[src/rtl/dvid_timing_pkg.sv]
// dvid_timing_pkg: raster state encoding and default 640x480@60 timing constants.
package dvid_timing_pkg;
  typedef enum logic [1:0] {ST_WAIT_LOCK, ST_SETTLE, ST_RUN} state_e;
  localparam int DEF_H_ACTIVE = 640;
  localparam int DEF_H_FP = 16;
  localparam int DEF_H_SYNC = 96;
  localparam int DEF_H_BP = 48;
  localparam int DEF_V_ACTIVE = 480;
  localparam int DEF_V_FP = 10;
  localparam int DEF_V_SYNC = 2;
  localparam int DEF_V_BP = 33;
  function automatic int total(input int active, input int fp, input int sync, input int bp);
    return active + fp + sync + bp;
  endfunction
endpackage

[src/rtl/dvid_sync_delay.sv]
// dvid_sync_delay: DEPTH-stage shift register whose every stage can be synchronously
// reloaded with FLUSH_VAL, so no stale control bits survive a raster stop.
module dvid_sync_delay #(
  parameter int DEPTH = 2,
  parameter int W = 4,
  parameter logic [W-1:0] FLUSH_VAL = '0
) (
  input  logic         clk_i,
  input  logic         rst_i,
  input  logic         flush_i,
  input  logic [W-1:0] d_i,
  output logic [W-1:0] q_o
);
  logic [DEPTH*W-1:0] sr_q, sr_d;
  assign sr_d = flush_i ? {DEPTH{FLUSH_VAL}} : (DEPTH*W)'({sr_q, d_i});
  assign q_o = sr_q[DEPTH*W-1 -: W];
  always_ff @(posedge clk_i or posedge rst_i)
    if (rst_i) sr_q <= {DEPTH{FLUSH_VAL}};
    else sr_q <= sr_d;
endmodule

[src/rtl/dvid_timing_ctrl.sv]
// dvid_timing_ctrl: raster timing, pixel fetch requests and sync/blank realignment for DVI-D.
// Define DVID_TIMING_TESTPAT_EN to build the 8-bar test pattern selected by test_en.
module dvid_timing_ctrl
  import dvid_timing_pkg::*;
#(
  parameter int H_ACTIVE = DEF_H_ACTIVE,
  parameter int H_FP = DEF_H_FP,
  parameter int H_SYNC = DEF_H_SYNC,
  parameter int H_BP = DEF_H_BP,
  parameter int V_ACTIVE = DEF_V_ACTIVE,
  parameter int V_FP = DEF_V_FP,
  parameter int V_SYNC = DEF_V_SYNC,
  parameter int V_BP = DEF_V_BP,
  parameter int FETCH_LAT = 2,
  parameter bit SYNC_POL = 1'b0,
  parameter int SETTLE = 16
) (
  input  logic       clk_vga,
  input  logic       reset,
  input  logic       locked,
  input  logic       test_en,
  input  logic [7:0] pix_red,
  input  logic [7:0] pix_green,
  input  logic [7:0] pix_blue,
  output logic       pix_req,
  output logic [9:0] pix_x,
  output logic [9:0] pix_y,
  output logic [7:0] red,
  output logic [7:0] green,
  output logic [7:0] blue,
  output logic       hsync,
  output logic       vsync,
  output logic       blank,
  output logic       frame_start
);
  localparam int H_TOTAL = total(H_ACTIVE, H_FP, H_SYNC, H_BP);
  localparam int V_TOTAL = total(V_ACTIVE, V_FP, V_SYNC, V_BP);
  localparam int CW = $clog2(SETTLE + 1);
  localparam logic [9:0] H_LAST = 10'(H_TOTAL - 1);
  localparam logic [9:0] V_LAST = 10'(V_TOTAL - 1);
  localparam logic [10:0] H_ACT = 11'(H_ACTIVE);
  localparam logic [10:0] HS_BEG = 11'(H_ACTIVE + H_FP);
  localparam logic [10:0] HS_END = 11'(H_ACTIVE + H_FP + H_SYNC);
  localparam logic [10:0] V_ACT = 11'(V_ACTIVE);
  localparam logic [10:0] VS_BEG = 11'(V_ACTIVE + V_FP);
  localparam logic [10:0] VS_END = 11'(V_ACTIVE + V_FP + V_SYNC);
  localparam logic [CW-1:0] SETTLE_LAST = CW'(SETTLE - 1);

  if (H_TOTAL > 1024 || V_TOTAL > 1024) begin : g_bad_total
    $error("dvid_timing_ctrl: H_TOTAL and V_TOTAL must fit 10-bit counters");
  end
  if (FETCH_LAT < 1 || FETCH_LAT > 8 || SETTLE < 1) begin : g_bad_cfg
    $error("dvid_timing_ctrl: FETCH_LAT must be 1..8 and SETTLE at least 1");
  end

  state_e state_q, state_d;
  logic [CW-1:0] cnt_q, cnt_d;
  logic lk_meta_q, lk_q;
  logic [9:0] h_q, h_d, v_q, v_d;
  logic run, adv, hs, vs, fs, hs_t, vs_t, bl_t, fs_t;
  logic [7:0] px_r, px_g, px_b;
  logic [7:0] red_q, red_d, green_q, green_d, blue_q, blue_d;
  logic hs_q, hs_d, vs_q, vs_d, bl_q, bl_d, fs_q, fs_d;

  // The WAIT_LOCK cycle that first sees lk counts as the first stable cycle.
  always_comb begin
    state_d = state_q;
    cnt_d = cnt_q;
    case (state_q)
      ST_WAIT_LOCK: if (lk_q) begin
        state_d = SETTLE > 1 ? ST_SETTLE : ST_RUN;
        cnt_d = CW'(1);
      end
      ST_SETTLE: begin
        state_d = !lk_q ? ST_WAIT_LOCK : (cnt_q == SETTLE_LAST ? ST_RUN : ST_SETTLE);
        cnt_d = cnt_q + CW'(1);
      end
      ST_RUN: state_d = lk_q ? ST_RUN : ST_WAIT_LOCK;
      default: state_d = ST_WAIT_LOCK;
    endcase
  end

  assign run = state_q == ST_RUN;
  assign adv = run && lk_q;
  assign h_d = (!adv || h_q == H_LAST) ? '0 : h_q + 10'd1;
  assign v_d = !adv ? '0 : (h_q != H_LAST ? v_q : (v_q == V_LAST ? '0 : v_q + 10'd1));
  assign pix_req = run && ({1'b0, h_q} < H_ACT) && ({1'b0, v_q} < V_ACT);
  assign pix_x = pix_req ? h_q : '0;
  assign pix_y = pix_req ? v_q : '0;
  assign hs = run && {1'b0, h_q} >= HS_BEG && {1'b0, h_q} < HS_END;
  assign vs = run && {1'b0, v_q} >= VS_BEG && {1'b0, v_q} < VS_END;
  assign fs = run && h_q == '0 && v_q == '0;

  dvid_sync_delay #(
    .DEPTH(FETCH_LAT),
    .W(4),
    .FLUSH_VAL(4'b0010)
  ) u_sync_delay (
    .clk_i(clk_vga),
    .rst_i(reset),
    .flush_i(!run),
    .d_i({hs, vs, !pix_req, fs}),
    .q_o({hs_t, vs_t, bl_t, fs_t})
  );

`ifdef DVID_TIMING_TESTPAT_EN
  localparam logic [9:0] BAR_LAST = 10'(H_ACTIVE / 8 - 1);
  logic [9:0] pcnt_q, pcnt_d;
  logic [2:0] bar_q, bar_d;
  // Bars are counted on the realigned stream, so blanking restarts them every line.
  always_comb begin
    pcnt_d = (!run || bl_t || pcnt_q == BAR_LAST) ? '0 : pcnt_q + 10'd1;
    bar_d = (!run || bl_t) ? '0 : (pcnt_q == BAR_LAST ? bar_q + 3'd1 : bar_q);
    px_r = test_en ? {8{~bar_q[2]}} : pix_red;
    px_g = test_en ? {8{~bar_q[1]}} : pix_green;
    px_b = test_en ? {8{~bar_q[0]}} : pix_blue;
  end
  always_ff @(posedge clk_vga or posedge reset)
    if (reset) begin
      pcnt_q <= '0;
      bar_q <= '0;
    end else begin
      pcnt_q <= pcnt_d;
      bar_q <= bar_d;
    end
`else
  logic unused_test_en;
  assign unused_test_en = test_en;
  assign px_r = pix_red;
  assign px_g = pix_green;
  assign px_b = pix_blue;
`endif

  always_comb begin
    red_d = (!run || bl_t) ? '0 : px_r;
    green_d = (!run || bl_t) ? '0 : px_g;
    blue_d = (!run || bl_t) ? '0 : px_b;
    hs_d = run && hs_t;
    vs_d = run && vs_t;
    bl_d = !run || bl_t;
    fs_d = run && fs_t;
  end

  always_ff @(posedge clk_vga or posedge reset)
    if (reset) begin
      lk_meta_q <= 1'b0;
      lk_q <= 1'b0;
      state_q <= ST_WAIT_LOCK;
      cnt_q <= '0;
      h_q <= '0;
      v_q <= '0;
      red_q <= '0;
      green_q <= '0;
      blue_q <= '0;
      hs_q <= 1'b0;
      vs_q <= 1'b0;
      bl_q <= 1'b1;
      fs_q <= 1'b0;
    end else begin
      lk_meta_q <= locked;
      lk_q <= lk_meta_q;
      state_q <= state_d;
      cnt_q <= cnt_d;
      h_q <= h_d;
      v_q <= v_d;
      red_q <= red_d;
      green_q <= green_d;
      blue_q <= blue_d;
      hs_q <= hs_d;
      vs_q <= vs_d;
      bl_q <= bl_d;
      fs_q <= fs_d;
    end

  assign red = red_q;
  assign green = green_q;
  assign blue = blue_q;
  assign hsync = hs_q ~^ SYNC_POL;
  assign vsync = vs_q ~^ SYNC_POL;
  assign blank = bl_q;
  assign frame_start = fs_q;
endmodule
[config.mk]
export PLATFORM = sky130hd
export DESIGN_NAME = dvid_timing_ctrl
export DESIGN_NICKNAME = d
export VERILOG_FILES = /design/src/rtl/dvid_timing_pkg.sv /design/src/rtl/dvid_sync_delay.sv /design/src/rtl/dvid_timing_ctrl.sv
export SDC_FILE = /design/constraint.sdc
export NUM_CORES = 1
export LEC_CHECK = 0
export ABC_AREA = 1
export BUFFER_PORTS_ARGS = -buffer_cell sky130_fd_sc_hd__clkbuf_2
export CAP_MARGIN = 10
export CORE_UTILIZATION = 35
export CTS_BUF_LIST = sky130_fd_sc_hd__clkbuf_8
export DETAILED_ROUTE_END_ITERATION = 10
export SLEW_MARGIN = 30
export SYNTH_ARGS = -nofsm -noshare
export SYNTH_HDL_FRONTEND = slang
export SYNTH_SLANG_ARGS = --single-unit
[constraint.sdc]
create_clock -name clk_vga -period 4.1 [get_ports clk_vga]
set_clock_uncertainty 0.15 [all_clocks]
set_input_delay 0.615 -clock clk_vga [delete_from_list [all_inputs] [get_ports clk_vga]]
set_output_delay 0.615 -clock clk_vga [all_outputs]
set_load 0.05 [all_outputs]
Word level (Yosys, flattened, before mapping):

Cells that the tools add are included.

* flip-flop bits (word level): 65
* bits in latches: 0
* bits in writable memories: 0
* memory bits (read-only): 0
* bits of input ports: 28
* output and inout bits: 49
* logic and storage cells: 72
* memories: 0

* $add $sub $neg: 3
* multiply operators: 0
* div/mod/pow operators: 0
* $lt $le $gt $ge: 6
* equality and inequality tests: 8
* shift operators: 0
* mux-type cells: 17
* bitwise operators: 2
* reduce and logical (&&, ||, !) cells: 22

Operators by type and width (count)
* 10-bit 2-to-1 mux: 6
* 8-bit 2-to-1 mux: 4
* 10-bit by 1-bit adder with 10-bit output, second input constant: 2
* 10-bit equality test, second input constant: 2
* 10-bit logical NOT: 2
* 10-bit < comparator, second input constant: 2
* 10-bit by 9-bit < comparator with 1-bit output, second input constant: 2
* 1-bit logical AND: 12
* 10-bit greater-or-equal comparator, second input constant: 1
* 10-bit by 9-bit greater-or-equal comparator with 1-bit output, second input constant: 1
* 10-bit != test, second input constant: 1
* 5-bit case mux with 2 select lines: 1
* 2-bit 2-to-1 mux: 4
* 2-bit case mux with 3 select lines: 1
* 5-bit by 1-bit adder with 5-bit output, second input constant: 1
* 5-bit by 4-bit equality test with 1-bit output, second input constant: 1
* 5-bit 2-to-1 mux: 1
* 2-bit != test, second input constant: 2
* 1-bit logical NOT: 3
* 2-bit by 1-bit equality test with 1-bit output, second input constant: 1
* 2-bit equality test, second input constant: 1
* 2-bit logical NOT: 1
* 1-bit logical OR: 2
* 1-bit inverter: 2
* 2 further kinds: 2

Logic depth before layout (Yosys ltp):

* depth after elaboration: 5
* mapped depth: 9

Hierarchy:

From an unflattened synthesis, not the netlist that was laid out.

* cells, all modules: 395
* area total of the unflattened synthesis: 3126.7 µm²

Modules (own cells, without submodules)
* dvid_timing_ctrl: instances 1, cells an instance 365, area an instance 2826.5 µm²
* dvid_sync_delay: instances 1, cells an instance 30, area an instance 300.3 µm²

Worst setup path after synthesis:

No wires, ideal clock.

* path type: register to output
* from: register state_q[0]
* to: output pix_x[0]
* arrival time: 1937 ps
* setup slack: 1398 ps
* stages on the path, launching flop included: 8
* buffers on the path: 0
* path through: dfrtp_1 nor2_4 inv_2 nor2_4 nand3_2 nor2_4 inv_4 nor2_1

* cells in the longest elaborated chain, start to end: 4

Ends and longest elaborated chain
* start: declaration: line dvid_timing_ctrl.sv:56 `state_e state_q, state_d;`
* start signal: assignment: line dvid_timing_ctrl.sv:162 `state_q <= state_d;`
* 2-bit equality test: line dvid_timing_ctrl.sv:83 `assign run = state_q == ST_RUN;`
* 1-bit logical AND (2 in series): line dvid_timing_ctrl.sv:87 `assign pix_req = run && ({1'b0, h_q} < H_ACT) && ({1'b0, v_q} < V_ACT);`
* net pix_req: line dvid_timing_ctrl.sv:25 `output logic pix_req,`
* 10-bit 2-to-1 mux: line dvid_timing_ctrl.sv:88 `assign pix_x = pix_req ? h_q : '0;`
* end: declaration: line dvid_timing_ctrl.sv:26 `output logic [9:0] pix_x,`

The timed path passes the listed nets, and every way through them passes these cells.

Worst setup path after layout:

* from: register state_q[0]
* to: output pix_x[4]

* cells in the longest elaborated chain, start to end: 4

Ends and longest elaborated chain (line)
* 2-bit equality test: dvid_timing_ctrl.sv:83
* 1-bit logical AND (2 in series): dvid_timing_ctrl.sv:87
* 10-bit 2-to-1 mux: dvid_timing_ctrl.sv:88

No other way between the ends.

==> results by group <==
Run status
  • Outcome: completed

Final layout
  • Most frequent cells in the layout: clkbuf_2 (74), nor2_1 (64), inv_1 (63)
  • Layout cell share with drive strength beyond 1: 27.73%
  • Layout area overhead: 20.48%
  • Post-route cell area: 0.003600 mm2
  • # diodes: 0
  • Final Core Density: 43.59%
  • Nets: 451
  • Commonest non-fill, non-tap cell in the layout: clkbuf_2
  • Fill cell count: 844

Critical path
  • Setup Crit Path Kind: reg2out
  • Crit path max fanout: 18
  • Critical path's largest stage delay: 0.47 ns
  • CP Data Required Time: 3.34 ns
  • Slowest CP cell: dfrtp_1
  • Worst setup SP type: register
  • Crit path top cell by count: nor2_4
  • Critical path endpoint category: primary output
  • Crit path cell chain: nor2_4 > inv_2 > nor2_4 > nand3_2 > nor2_4 > inv_4 > nor2_1 > clkbuf_2
  • Worst path arrival time: 2.03 ns

Yosys
  • Net count after synthesis: 373
  • Syn_area_per_cell: 8.814 um2
  • Flops & latches, synth: 65
  • Register area share after synthesis: 54.56%
  • Synth warnings: 0
  • Netlist cell types: 31
  • Synth top area cells: dfrtp_1 (52%), nor2_1 (8.0%), inv_1 (7.9%)
  • Top-area cell type share of the netlist area: 51.93%
  • Gate Count Post-Synth: 339
  • Synth Cell Area: 0.002988 mm2
  • Cell accounting for the most synthesized area: dfrtp_1

STA
  • Min setup slack post-route: 1.307 ns
  • Final Max Slew Viols: 0
  • Worst-Margin Slew: 0.7746 ns
  • Achievable Freq: 358.0 MHz
  • Minimum clock period: 2.793 ns
  • RSZ-0062 raised after global routing: no
  • Fin. Hold Viols: 0
  • Relative slew slack: 48.36%
  • Endpoints failing setup: 0
  • Final Cycle Share: 68.12%
  • Setup_tns: 0 ns

Clock network
  • Cts bufs inserted: 9
  • CTS tree: built
  • CTS max path bufs: 2
  • Clk pin slew, worst setup/hold paths: 0.07 ns
  • Post-cts sizing count: 0
  • Post-CTS Setup Inserts: 0
  • CTS Sinks: 65
  • Root buffer cell: clkbuf_8
  • Clock latency on the worst-skew pair: 0.33 ns
  • H-tree levels: 3
  • Hold Buf Count CTS: 0

Detailed routing
  • Post-route DRC: 0
  • Via count: 2326
  • DR vias/cell: 4.414
  • Post-route antenna net violation count: 0
  • Detailed-route wire length per cell: 11.30 um
  • DRT Wirelength: 5955 um
  • Detailed Route Iter0 Violations: 107
  • DRT Pass-1 Iters: 4

Global route
  • Met3 Use GR: 2.657%
  • Initial antenna violation count: 0
  • Top Usage Layer GRT: met2
  • Total global routing overflow: 0
  • Routing usage on met2: 22.34%
  • First-pass GRT wire length: 10150 um
  • Number of global-route vias before repair: 2227
  • GR Util met1: 20.08%
  • Largest net degree at the start of global routing: 46
  • Gr usage total: 14.71%

Flow run
  • Maximum capacitance violations: 0

Floorplanning
  • Die footprint: 0.008910 mm2
  • I/O pin cnt: 77
  • Row count: 33
  • Die width: 94.40 um
  • Die Ht: 94.40 um
  • Initial core utilization: 36.18%
  • Total core area: 0.008258 mm2

Place
  • Pre-CTS setup slack: 1.656 ns
  • Routability cong.: 0.8495
  • DP Wirelength: 4226 um
  • Cell area after placement: 0.003426 mm2
  • IO Port Bufs: 74

Power
  • PD cells: 330.3 mW/mm2
  • Register share of total power: 55.6%
  • Net Sw Frac: 24.01%
  • Logic pwr share: 4.4%
  • Net Sw Power: 0.0002855 W
  • Max rail drop VDD: 0.0001289 V
  • Leakage power: 1.868 nW
  • Clk network pwr share: 40.0%
  • Internal power: 0.0009035 W

Hold path
  • Hold crit path type: reg2reg
[flip-flops by register name (all words and copies together), names as in the netlist]
register	cells
blank	1
blue	8
cnt_q	5
frame_start	1
green	8
h_q	10
hs_q	1
lk_meta_q	1
lk_q	1
red	8
state_q	2
u_sync_delay.sr_q	8
v_q	10
vs_q	1
[power groups by stage]
stage	logic, W	clock network, W	registers (W)
after CTS	0.0000549	0.000490	0.000660
after global placement	0.0000533	0	0.000672
after floorplan	0.0000349	0	0.000670
after detailed placement	0.0000547	0	0.000672
after global routing	0.0000626	0.000520	0.000662
final	0.0000528	0.000475	0.000661
[stage by stage]
step	std cells	hold slack, ns	total power (W)
after floorplan	339	0.1812	0.0007053
after global placement	511	0.1868	0.0007254
after detailed placement	511	0.1919	0.0007269
after CTS	527	0.2085	0.001206
after global routing	527	0.2254	0.001245
final	527	0.2060	0.001189
[critical path, delay by kind of cell, from the launching register on]
kind	cells	cell delay [ns]
AND/OR/NAND/NOR	5	0.67
flip-flops	1	0.47
buffers and inverters	3	0.55
[cell families (layout without fill, tap and decap cells)]
family	Yosys count	after routing	share of synthesized area [%]
AOI/OAI and AO/OA	23	23	4.062
and+or+nand+nor	164	164	26.72
buffers and inverters	77	160	11.14
xor gates and xnor gates	3	3	0.8796
DFF	65	65	54.56
other	1	1	0.1255
adders and majority gates	6	6	2.512
[Yosys cell counts]
cell,number
a211oi_1,1
nand3_1,15
nor2_1,64
or2_1,1
dfstp_2,3
buf_4,2
nor4_1,3
clkbuf_1,1
a31oi_1,1
inv_1,63
dfrtp_1,62
nand3_2,1
nor3_1,6
a21oi_1,9
inv_4,1
nor3_2,2
nor2_4,12
nand2_1,45
ha_1,6
o21ai_0,5
xor2_1,3
or2_2,1
o21ai_1,5
buf_12,1
o22ai_1,2
inv_2,5
buf_2,2
nand2_2,1
nand4_1,13
buf_6,2
conb_1,1
[final cells by class]
cell class | count | area (um2) | area share (%)
Sequential cell | 65 | 1630 | 45.29
Multi-Input combinational cell | 197 | 1025 | 28.47
Timing Repair Buffer | 75 | 377.9 | 10.50
Inverter | 69 | 262.8 | 7.299
Clock buffer | 10 | 137.6 | 3.823
Tap cell | 105 | 131.4 | 3.650
Clock inverter | 6 | 35.03 | 0.9732
[metal layers]
layer,up-vias,share of wire (%)
li1,1190,-
met1,1040,50
met2,88,42
met3,8,6.1
met4,0,1.6
met5,-,0
[worst paths after layout]
path	startpoint	to	slack [ns]	depth (start not counted)
min in group asynchronous	reset	green[5]$_DFF_PP0_	0.22	2
worst min-delay path	lk_meta_q$_DFF_PP0_	lk_q$_DFF_PP0_	0.21	0
worst max-delay path	state_q[0]$_DFFE_PP0P_	pix_x[4]	1.31	8
worst min register to register	lk_meta_q$_DFF_PP0_	lk_q$_DFF_PP0_	0.21	0
worst max register to register	state_q[0]$_DFFE_PP0P_	h_q[9]$_DFF_PP0_	2.16	7
max in group asynchronous	reset	u_sync_delay.sr_q[5]$_DFF_PP1_	2.78	3
Note: power is estimated with default switching activity, not from simulation.
